<file path="src/rtl/bin_bcd_pkg.sv">
// Shared definitions for the binary-to-BCD converter: state encodings and
// the digit code driven on every BCD digit when the divider reports an error.
package bin_bcd_pkg;

    typedef enum logic [1:0] {
        IDLE  = 2'd0,
        SHIFT = 2'd1,
        DONE  = 2'd2
    } state_t;

    localparam logic [3:0] ERR_DIGIT = 4'hF;

endpackage

</file>
<file path="src/rtl/bin_bcd_add3.sv">
// Double-dabble correction for one BCD digit: add 3 when the digit is 5 or
// more, so that the following left shift carries correctly into the next digit.
module bcd_add3 (
    input  logic [3:0] din,
    output logic [3:0] dout
);

    // Wraps modulo 16; only values 0..9 occur in a correct conversion.
    assign dout = (din >= 4'd5) ? din + 4'd3 : din;

endmodule

</file>
<file path="src/rtl/bin_bcd.sv">
// Sequential binary-to-BCD converter (shift-and-add-3).
// Handshake: strt is sampled only while idle (busy=0); a strt with err_in=1
// skips the conversion and returns all-F digits with err=1. rdy pulses for
// one cycle when bcd/err are updated; bcd/err hold until the next result.
// A strt presented during the rdy cycle is accepted, since the FSM is idle.
module bin_bcd
    import bin_bcd_pkg::*;
#(
    parameter int N = 8,
    parameter int D = 3
) (
    input  logic           clk,
    input  logic           rst,
    input  logic [N-1:0]   bin,
    input  logic           err_in,
    input  logic           strt,
    output logic [4*D-1:0] bcd,
    output logic           err,
    output logic           busy,
    output logic           rdy,
    output logic [1:0]     state_dbg
);

    localparam int CW = $clog2(N + 1);
    localparam logic [CW-1:0] LAST_SHIFT = CW'(N - 1);

    state_t          state;
    state_t          state_nxt;
    logic [N-1:0]    shreg;
    logic [4*D-1:0]  scratch;
    logic [4*D-1:0]  scratch_adj;
    logic [CW-1:0]   cnt;
    logic            err_path;

    // One correction cell per BCD digit of the scratch register.
    genvar g;
    generate
        for (g = 0; g < D; g++) begin : g_add3
            bcd_add3 u_add3 (
                .din  (scratch[4*g +: 4]),
                .dout (scratch_adj[4*g +: 4])
            );
        end
    endgenerate

    assign busy      = (state != IDLE);
    assign state_dbg = state;

    // State register.
    always_ff @(posedge clk or negedge rst) begin
        if (!rst) begin
            state <= IDLE;
        end else begin
            state <= state_nxt;
        end
    end

    // Next-state logic: N shift cycles, then one cycle to publish the result.
    always_comb begin
        state_nxt = state;
        case (state)
            IDLE: begin
                if (strt) begin
                    state_nxt = err_in ? DONE : SHIFT;
                end
            end
            SHIFT: begin
                if (cnt == LAST_SHIFT) begin
                    state_nxt = DONE;
                end
            end
            DONE: begin
                state_nxt = IDLE;
            end
            default: begin
                state_nxt = IDLE;
            end
        endcase
    end

    // Datapath: capture, shift-and-correct, and publish the result.
    always_ff @(posedge clk or negedge rst) begin
        if (!rst) begin
            shreg    <= '0;
            scratch  <= '0;
            cnt      <= '0;
            err_path <= 1'b0;
            bcd      <= '0;
            err      <= 1'b0;
            rdy      <= 1'b0;
        end else begin
            rdy <= 1'b0;
            case (state)
                IDLE: begin
                    if (strt) begin
                        err_path <= err_in;
                        if (!err_in) begin
                            shreg   <= bin;
                            scratch <= '0;
                            cnt     <= '0;
                        end
                    end
                end
                SHIFT: begin
                    {scratch, shreg} <= {scratch_adj[4*D-2:0], shreg, 1'b0};
                    cnt              <= cnt + 1'b1;
                end
                DONE: begin
                    bcd <= err_path ? {D{ERR_DIGIT}} : scratch;
                    err <= err_path;
                    rdy <= 1'b1;
                end
                default: begin
                    rdy <= 1'b0;
                end
            endcase
        end
    end

endmodule

</file>
<file path="config.mk">
export PLATFORM = sky130hd
export DESIGN_NAME = bin_bcd
export DESIGN_NICKNAME = d
export VERILOG_FILES = /design/src/rtl/bin_bcd_pkg.sv /design/src/rtl/bin_bcd_add3.sv /design/src/rtl/bin_bcd.sv
export SDC_FILE = /design/constraint.sdc
export NUM_CORES = 1
export LEC_CHECK = 0
export ABC_AREA = 1
export CAP_MARGIN = 20
export CELL_PAD_IN_SITES_DETAIL_PLACEMENT = 1
export CELL_PAD_IN_SITES_GLOBAL_PLACEMENT = 1
export CORE_MARGIN = 3
export CORE_UTILIZATION = 36
export DETAILED_ROUTE_END_ITERATION = 6
export PLACE_DENSITY_LB_ADDON = 0.3
export RECOVER_POWER = 100
export SLEW_MARGIN = 20
export SYNTH_ARGS = -nofsm -noshare
export SYNTH_HDL_FRONTEND = slang
export SYNTH_HIERARCHICAL = 1
export SYNTH_SLANG_ARGS = --single-unit
</file>
<file path="constraint.sdc">
create_clock -name clk -period 1.2 [get_ports clk]
set_clock_uncertainty 0.05 [all_clocks]
set_input_delay 0.12 -clock clk [delete_from_list [all_inputs] [get_ports clk]]
set_output_delay 0.12 -clock clk [all_outputs]
set_load 0.02 [all_outputs]
</file>
==> results.toml, run 1 <==
[cells_and_area]
diodes = 0
final_net_count = 367
utilization_pct = 59.3
drive_gt1_share_pct = 44.0
area_growth_pct = 54.8

[clocking]
cts_buffer_depth = 2
clk_latency_ns = 0.30
cts_sinks = 41
htreeDepth = 2
cts_root_buf = "clkbuf_8"
clkTransAtPathRegs_ns = 0.08
cts_tree = "done"
cts_buffers = 5

[setup_path]
crit-reg2reg-launch = "state_dbg[1]"
crit_buf_inv = 3
end_kind = "flip-flop"
critical_path_class = "reg -> reg"
start_kind = "flip-flop"
critPathMaxStageDelay_ns = 0.44
crit_slowest_cell = "dfrtp_2"
path_cells = "buf_4, buf_4, buf_4, nor2_4, nand2_2, nand2_1, o21ai_1"
rr_endpoint = "err_path"
ff2ff_setup_slack_ns = -0.19
critical_path_required_ns = 1.34
crit_fanout = 3
startpoint = "state_dbg[1]"
cp.arrival_ns = 1.52
cp_top_family = "flip-flops"
reg2regPathDepth = 7
critPathMostFrequentCell = "buf_4"

[sta]
hold_viol = 0
rsz0062_at_grt = "true"
timing.final.ws_setup_ns = -0.187
setup_violations = 42
tightest_slew_ns = 0.636
slew_headroom_pct = 57.6
fin_crit_ns = 1.39
period_share_pct = 116
holdWs_ns = 0.224
max_freq_mhz = 721
fin_tns_setup_ns = -4.82
slew_viol_final = 0

[logic_synthesis]
yosys_warnings = 6
syn_area_per_cell_sq_um = 7.90
syn-num-nets = 294
syn_area_sq_mm = 0.00217
synthCells = 275

[floorplan]
io_pins = 29
die_w_um = 83.7
row_count = 27
core_sq_mm = 0.00568
die_h_um = 83.7
dieArea_sq_mm = 0.00700
start_util_pct = 38.3

[global_routing]
grtUsageMet1_pct = 23.7
grt_util_met2_pct = 35.5
grt_busiest_layer = "met2"
grt_max_degree = 16
grt_pass1_wl_mm = 11.1
grt_util_all_layers_pct = 19.4
grt_overflow = 0
grt_antenna_before_repair = 0
use_met3_pct = 2.37
grt_pass1_vias = 2315

[routing]
ant_nets = 0
totalWireLength_mm = 7.28
drt_first_iter_violations = 83
vias = 2195
vias_per_cell = 5.23
wire_per_inst_um = 17.3
drc_errors = 0
dr.pass1.iters = 4

[power_and_ir_drop]
power_mw = 8.78
power.switching_mw = 4.02
pwr-share-comb_pct = 59.9
clockPowerShare_pct = 10.5
p_int_mw = 4.76
swShare_pct = 45.7
ir_drop_mv = 1.21
p_seq_share_pct = 29.7
cellPowerDensity_mw_per_mm2 = 2610
leakage_nw = 1.66

[run]
drv_cap = 0

[placement]
hpwl_mm = 4.19
dp_slack_ns = -0.135
numPortBuffers = 28
gp_congestion = 0.793

[hold_path]
worstHoldPathType = "in -> async"

[outcome]
violations = "setup timing"
status = "complete, but fails checks"
[registers in the layout, indices dropped and copies added, names as in the netlist]
register / count
scratch: 12
err_path: 1
err: 1
cnt: 4
rdy: 1
bcd: 12
state_dbg: 2
shreg: 8
[cells in the final DEF (no fill, tap or decap), drive strengths merged]
| cell | instances |
|---|---|
| buf | 47 |
| dlygate4sd3 | 1 |
| clkdlybuf4s15 | 9 |
| nor2 | 18 |
| or2 | 1 |
| inv | 19 |
| clkdlybuf4s50 | 10 |
| a21oi | 3 |
| nand2 | 111 |
| nand3 | 38 |
| clkbuf | 12 |
| dfrtp | 41 |
| nand4 | 2 |
| dlygate4sd2 | 5 |
| ha | 7 |
| o21ai | 24 |
[cell type report]
| type | count | area, sq um |
|---|---|---|
| multi-input combinational | 204 | 1310 |
| sequential | 41 | 1030 |
| clock buffer | 7 | 86.3 |
| fill | 666 | 2310 |
| tap | 72 | 90.1 |
| timing repair buffer | 77 | 759 |
| inverter | 19 | 83.8 |
[per-layer routing]
layer / vias up / routed length (um)
met1: 1105 / 2890
met3: 12 / 200
li1: 1030 / -
met5: - / 0
met4: 0 / 140
met2: 48 / 4050
[power groups by stage]
stage | clock network, mW | registers [mW] | logic [mW]
floorplan | 0 | 2.68 | 2.14
global placement | 0 | 2.45 | 3.83
detailed placement | 0 | 2.49 | 3.95
CTS | 0.936 | 2.49 | 4.46
global route | 1.00 | 2.69 | 5.73
finish | 0.919 | 2.60 | 5.26
[timing repair]
action	in CTS	in global routing
pin swaps	18	40
gates cloned	2	1
hold buffers	1	0
resized for setup	65	96
setup endpoints to repair	41	50
endpoints found under the hold margin	11	0
buffers inserted	9	7
[through the flow]
| stage | std cells | cell area (sq um) |
|---|---|---|
| finish | 420 | 3360 |
| global route | 420 | 3360 |
| CTS | 415 | 3140 |
| detailed placement | 396 | 2790 |
| global placement | 396 | 2790 |
| floorplan | 275 | 2220 |
[how the worst max path moves through the flow]
stage / cells past startpoint / end / slack [ns]
after floorplan: 9 / scratch[2] / -0.02
after global placement: 5 / shreg[7] / -0.10
after detailed placement: 6 / shreg[1] / -0.13
after CTS: 7 / bcd[5] / -0.14
after global routing: 8 / bcd[2] / -0.23
final: 7 / err_path / -0.19
No activity file was read; power rests on OpenSTA's default activity.
==> run 2, diff against run 1 <==
- CORE_ASPECT_RATIO: unset -> 0.7
- GPL_ROUTABILITY_DRIVEN: unset -> 0
==> run 2 against run 1 <==
Against the previous run:
- the run still ends with setup timing left
- sequential share of layout area down 1.3 points
- non-clock buffer count up 3
- power up 10%
- combinational power up 13%
- sequential cell count unchanged
- largest cell class unchanged
- highest routed layer unchanged
==> results.toml, run 2 (same netlist as run 1, synthesis figures left out) <==
[hold_path]
worstHoldPathCells = 3
hp-start = "bin[0]"
worstHoldPathType = "in -> reg"

[cells_and_area]
area_growth_pct = 61.9
final_common_cell = "nand2_1"
drive_gt1_share_pct = 47.7
top_regs = "bcd: 12 flops, scratch: 12 flops, shreg: 8 flops"
utilization_pct = 63.6
final_net_count = 370
layout_common_cells = "nand2_1, dfrtp_1, nand2_2, buf_4, nand3_1"
instances_no_fill = 424
diodes = 0

[floorplan]
row_count = 22
io_pins = 29
core_sq_mm = 0.00553
dieArea_sq_mm = 0.00702
die_h_um = 71.0
die_w_um = 98.8
start_util_pct = 39.3

[power_and_ir_drop]
swShare_pct = 46.9
power_mw = 9.66
leakage_nw = 1.72
cellPowerDensity_mw_per_mm2 = 2750
clockPowerShare_pct = 10.8
p_int_mw = 5.12
pwr-share-comb_pct = 61.6
ir_drop_mv = 1.47
p_seq_share_pct = 27.6
power.switching_mw = 4.53

[clocking]
cts_root_buf = "clkbuf_8"
cts_sinks = 41
cts_tree = "done"
cts_buffer_depth = 2
clkTransAtPathRegs_ns = 0.09
cts_buffers = 5
clk_latency_ns = 0.30
htreeDepth = 2

[routing]
vias_per_cell = 5.48
wl_met1_mm = 4.03
met3WireLength_um = 344
vias = 2322
totalWireLength_mm = 9.24
met2_length_mm = 4.70
wire_per_inst_um = 21.8
dr.pass1.iters = 4
topRoutingLayerUsed = "met4"
drc_errors = 0
drt_first_iter_violations = 166
ant_nets = 0

[setup_path]
reg2regPathDepth = 8
cp.arrival_ns = 1.57
critical_path_class = "reg -> reg"
end_kind = "flip-flop"
crit-reg2reg-launch = "scratch[0]"
critical_path_required_ns = 1.38
startpoint = "scratch[0]"
start_kind = "flip-flop"
crit_fanout = 4

[sta]
fin_crit_ns = 1.38
slew_headroom_pct = 60.2
setup_violations = 42
holdWs_ns = 0.395
tightest_slew_ns = 0.597
timing.final.ws_setup_ns = -0.181
period_share_pct = 115
hold_viol = 0
max_freq_mhz = 724
slew_viol_final = 0
rsz0062_at_grt = "true"

[global_routing]
grt_util_all_layers_pct = 20.2
grt_antenna_before_repair = 0
grt_overflow = 0
grt_pass1_wl_mm = 11.5
grt_pass1_vias = 2316
grt_max_degree = 42

[placement]
dp_slack_ns = -0.193
numPortBuffers = 28
placed_cells = 391
hpwl_mm = 4.36

[run]
drv_cap = 0

[outcome]
status = "complete, but fails checks"
violations = "setup timing"
[run 2: worst paths after layout]
check	to	slack (ns)
hold reg to reg	bcd[10]	0.43
max in group asynchronous	state_dbg[1]	0.24
setup reg to reg	scratch[2]	-0.18
setup / recovery	scratch[2]	-0.18
min in group asynchronous	shreg[5]	0.42
hold / removal	shreg[0]	0.40
[run 2: critical path, stage by stage (launching register included)]
cell and delay, ns:
dfrtp_2 0.45, ha_4 0.17, nand2_2 0.06, nand2_2 0.07, nor2_4 0.20, nand2_2 0.09, o21ai_2 0.07, nand2_1 0.07
nand2_1 0.09
[run 2: area by class of cell]
cell class              instances  area (sq um)
well taps                      72          90.1
inverters                      19          81.3
multi-input cells             204          1380
clock buffers                   7          96.3
clock inverters                 1          5.00
flip-flops and latches         41          1030
repair buffers                 80           835
fillers                       623          2020
[run 2: repair_timing]
item | in CTS | in global routing
pin swaps | 21 | 45
buffers inserted | 6 | 14
hold endpoints to repair | 41 | 0
gates cloned | 2 | 2
endpoints found under the setup margin | 56 | 49
gates resized for setup | 67 | 115
hold buffers | 1 | 0
[run 2: per-stage QoR]
stage / cell area [sq um] / TNS [ns]
3_5_place_dp: 2730 / -3.91
4_1_cts: 3050 / -0.594
3_3_place_gp: 2730 / -2.06
5_1_grt: 3520 / -6.09
2_1_floorplan: 2220 / -0.106
6_report: 3520 / -4.33
[run 2: power groups by stage]
stage | clock [mW] | sequential [mW] | combinational (mW)
2_1_floorplan | 0 | 2.68 | 2.14
3_3_place_gp | 0 | 2.46 | 3.79
3_5_place_dp | 0 | 2.50 | 3.91
4_1_cts | 1.03 | 2.46 | 4.39
5_1_grt | 1.12 | 2.74 | 6.34
6_report | 1.04 | 2.67 | 5.95
[run 2: metal layers]
metal,track usage [%],vias to the layer above
li1,-,1035
met1,26.7,1197
met2,34.2,71
met3,3.74,19
met4,5.00,0
met5,0,-
==> patch 1, RTL diff (flow settings as in run 1) <==
Set the parameter `D` to 5 (it was 3).
--- a/src/rtl/bin_bcd.sv
+++ b/src/rtl/bin_bcd.sv
@@ -7,7 +7,7 @@
     import bin_bcd_pkg::*;
 #(
     parameter int N = 8,
-    parameter int D = 3
+    parameter int D = 5
 ) (
     input  logic           clk,
     input  logic           rst,
Ports: changed (resized bcd); port bits go from 29 to 37. The function was not compared with the original's and may differ.
==> patch 1 against run 1 <==
  * The flow still finishes with violations (negative setup slack)
  * Non-clock buffer count up 26
  * Routed wire length rose by 57%
  * Worst setup slack gained 0.018 ns
  * Sequential cell count rose by 16
  * Die area grew 40%
  * Synthesized area up 43%
  * Synthesized cell count grew 41%
  * Critical path type unchanged
  * Total power up 62%
  * Cell area up 41%
==> patch 1: results (changes against run 1) <==
worst hold path type: in -> reg (was in -> async)
postcts setup bufs: 10 (was 9)
vias in the first global route: 3,231 (was 2,315)
# fillers: 953 (was 666)
share of post-route cells with drive strength above 1: 46.0% (was 44.0%)
outcome: complete, but fails checks (unchanged)
initial drt markers: 181 (was 83)
multi-input gates: 288 (was 204)
first-pass GRT wire length: 15,300 µm (was 11,100 µm)
# setup viols final: 55 (was 42)
post-synthesis net count: 411 (was 294)
VDD IR max: 1530 µV (was 1210 µV)
clk_lat worst skew: 0.34 ns (was 0.30 ns)
via count: 3,109 (was 2,195)
gr usage total: 19.8% (was 19.4%)
Max FO, Critical Path: 3 (unchanged)
Data arrival, critical path: 1.55 ns (was 1.52 ns)
gp weighted congestion: 0.897 (was 0.793)
Clock Power: 1.98 mW (was 0.919 mW)
Reg2Reg Launch Point: scratch[4]$_DFFE_PN0P_ (was state_dbg[1]$_DFFE_PN0P_)
met3 wire len: 374 µm (was 200 µm)
Nets: 509 (was 367)
post-cts resize count: 159 (was 65)
Seq. cell area: 0.00143 mm² (was 0.00103 mm²)
GR Util met2: 35.8% (was 35.5%)
invs w/o clock: 27 (was 19)
H-tree levels: 3 (was 2)
ClkCell Share: 4.42% (was 2.57%)
Leak: 2.27 nW (was 1.66 nW)
largest net degree at the start of global routing: 58 (was 16)
vias per cell: 5.22 (was 5.23)
met1 wire length: 4580 µm (was 2890 µm)
multi-input combinational area share: 40.1% (was 39.0%)
hpwl dp: 5860 µm (was 4190 µm)
P_int: 7.49 mW (was 4.76 mW)
# port buffers: 36 (was 28)
failing checks: negative setup slack (unchanged)
DR WL met2: 6150 µm (was 4050 µm)
grt met1 use: 22.9% (was 23.7%)
PnR worst setup slack: -0.169 ns (was -0.187 ns)
clkbuf count: 9 (was 7)
dpl cells: 559 (was 396)
sequential group share of total power: 26.0% (was 29.7%)
Top Registers: bcd: 20 flops, scratch: 20 flops, shreg: 8 flops (was bcd: 12 flops, scratch: 12 flops, shreg: 8 flops)
Final Max Slew Viols: 0 (unchanged)
final wirelength: 11,400 µm (was 7280 µm)
M3 GR Usage: 3.26% (was 2.37%)
patch 1: worst paths after layout:
path / end / slack, ns / cells after the start
setup / recovery: scratch[5]$_DFFE_PN0P_ / -0.17 / 7
hold / removal: shreg[0]$_DFFE_PN0P_ / 0.28 / 3
setup reg to reg: scratch[5]$_DFFE_PN0P_ / -0.17 / 7
hold reg to reg: bcd[12]$_DFFE_PN0P_ / 0.43 / 2
max in group asynchronous: state_dbg[1]$_DFFE_PN0P_ / 0.12 / 3
min in group asynchronous: scratch[8]$_DFFE_PN0P_ / 0.41 / 3
patch 1: stage by stage:
step / util [%] / worst slack (ns) / power (mW) / TNS (ns) / area (µm²)
global placement: 47.0 / -0.0832 / 9.94 / -2.22 / 3900
finish: 57.0 / -0.169 / 14.2 / -4.12 / 4730
detailed placement: 47.0 / -0.128 / 10.2 / -4.18 / 3900
floorplan: - / -0.0207 / 7.59 / -0.336 / 3140
global route: 57.0 / -0.231 / 15.1 / -7.27 / 4730
CTS: 53.5 / -0.0922 / 13.0 / -1.68 / 4440
==> patch 2, RTL diff (flow settings as in run 1) <==
Made on the original files. Register the output `err` once more, cleared by the reset; this adds one clock of latency there. The other outputs are not delayed to match. Comments in the files are not updated.
--- a/src/rtl/bin_bcd.sv
+++ b/src/rtl/bin_bcd.sv
@@ -23,6 +23,8 @@
 
     localparam int CW = $clog2(N + 1);
     localparam logic [CW-1:0] LAST_SHIFT = CW'(N - 1);
+
+    logic err_s0;
 
     state_t          state;
     state_t          state_nxt;
@@ -86,7 +88,7 @@
             cnt      <= '0;
             err_path <= 1'b0;
             bcd      <= '0;
-            err      <= 1'b0;
+            err_s0   <= 1'b0;
             rdy      <= 1'b0;
         end else begin
             rdy <= 1'b0;
@@ -107,7 +109,7 @@
                 end
                 DONE: begin
                     bcd <= err_path ? {D{ERR_DIGIT}} : scratch;
-                    err <= err_path;
+                    err_s0 <= err_path;
                     rdy <= 1'b1;
                 end
                 default: begin
@@ -117,5 +119,13 @@
         end
     end
 
+    always_ff @(posedge clk or negedge rst) begin
+        if (!rst) begin
+            err <= '0;
+        end else begin
+            err <= err_s0;
+        end
+    end
+
 endmodule
 
Check against the original RTL: not equivalent (a bounded check fails within 4 cycles, from zero or initial values and one cycle with rst low).
==> patch 2 against run 1 <==
  * The run still ends with negative setup slack left
  * Worst setup slack better by 0.034 ns
  * Utilization increased by 2.3 points
  * Sequential power is essentially flat
  * Cell area is 5.1% higher
  * Synthesized area rose by 2.0%
  * Sequential cell count up 1
  * Routed wire length is 8.1% higher
  * Highest routed layer unchanged
  * Critical endpoint is now scratch[5]$_DFFE_PN0P_
  * Largest power group unchanged
  * Synthesized cell count up 0.36%
  * Total power up 3.3%
==> patch 2: results (changes against run 1) <==
# setup viols final: 38 (was 42)
Leak: 1.74 nW (was 1.66 nW)
met3 wire len: 257 µm (was 200 µm)
total power: 9.07 mW (was 8.78 mW)
gp weighted congestion: 0.775 (was 0.793)
VDD IR max: 1720 µV (was 1210 µV)
share of post-route cells with drive strength above 1: 42.2% (was 44.0%)
outcome: complete, but fails checks (unchanged)
hpwl dp: 4060 µm (was 4190 µm)
flop-to-flop setup slack: -0.15 ns (was -0.19 ns)
Crit Reg-Reg Endpoint: scratch[5]$_DFFE_PN0P_ (was err_path$_DFFE_PN0P_)
DR WL met2: 4190 µm (was 4050 µm)
Comb power: 5.05 mW (was 5.26 mW)
largest net degree at the start of global routing: 43 (was 16)
cells after synthesis: 276 (was 275)
measured slew at the worst slew-check pin: 0.584 ns (was 0.636 ns)
failing checks: negative setup slack (unchanged)
FF-to-FF path depth: 8 (was 7)
initial drt markers: 133 (was 83)
met1 wire length: 3210 µm (was 2890 µm)
fin cells: 425 (was 420)
via count: 2,235 (was 2,195)
PnR worst setup slack: -0.152 ns (was -0.187 ns)
drt wl/cell: 18.5 µm (was 17.3 µm)
post-cts resize count: 85 (was 65)
grt met1 use: 22.9% (was 23.7%)
[patch 2: cell type report]
cell class | count | area [µm²]
Clock buffer | 6 | 82.6
Clock inverter | 2 | 60.1
Fill cell | 664 | 2210
Inverter | 19 | 76.3
Multi-Input combinational cell | 204 | 1330
Sequential cell | 42 | 1060
Tap cell | 72 | 90.1
Timing Repair Buffer | 80 | 833
[patch 2: stage by stage]
stage / worst slack (ns) / setup TNS [ns] / instance area [µm²]
global placement: -0.0754 / -1.19 / 2800
finish: -0.152 / -3.53 / 3530
CTS: -0.0913 / -1.28 / 3200
global route: -0.256 / -5.67 / 3530
floorplan: -0.0179 / -0.293 / 2230
detailed placement: -0.126 / -2.09 / 2800
[patch 2: worst max-delay path, cell delays in order, from the launching register on]
cell,delay [ns]
dfrtp_2,0.46
ha_4,0.19
nand2_4,0.07
nand2_4,0.06
nor2_4,0.16
nand2_1,0.09
nand2_1,0.08
nand2_1,0.06
nand2_1,0.07
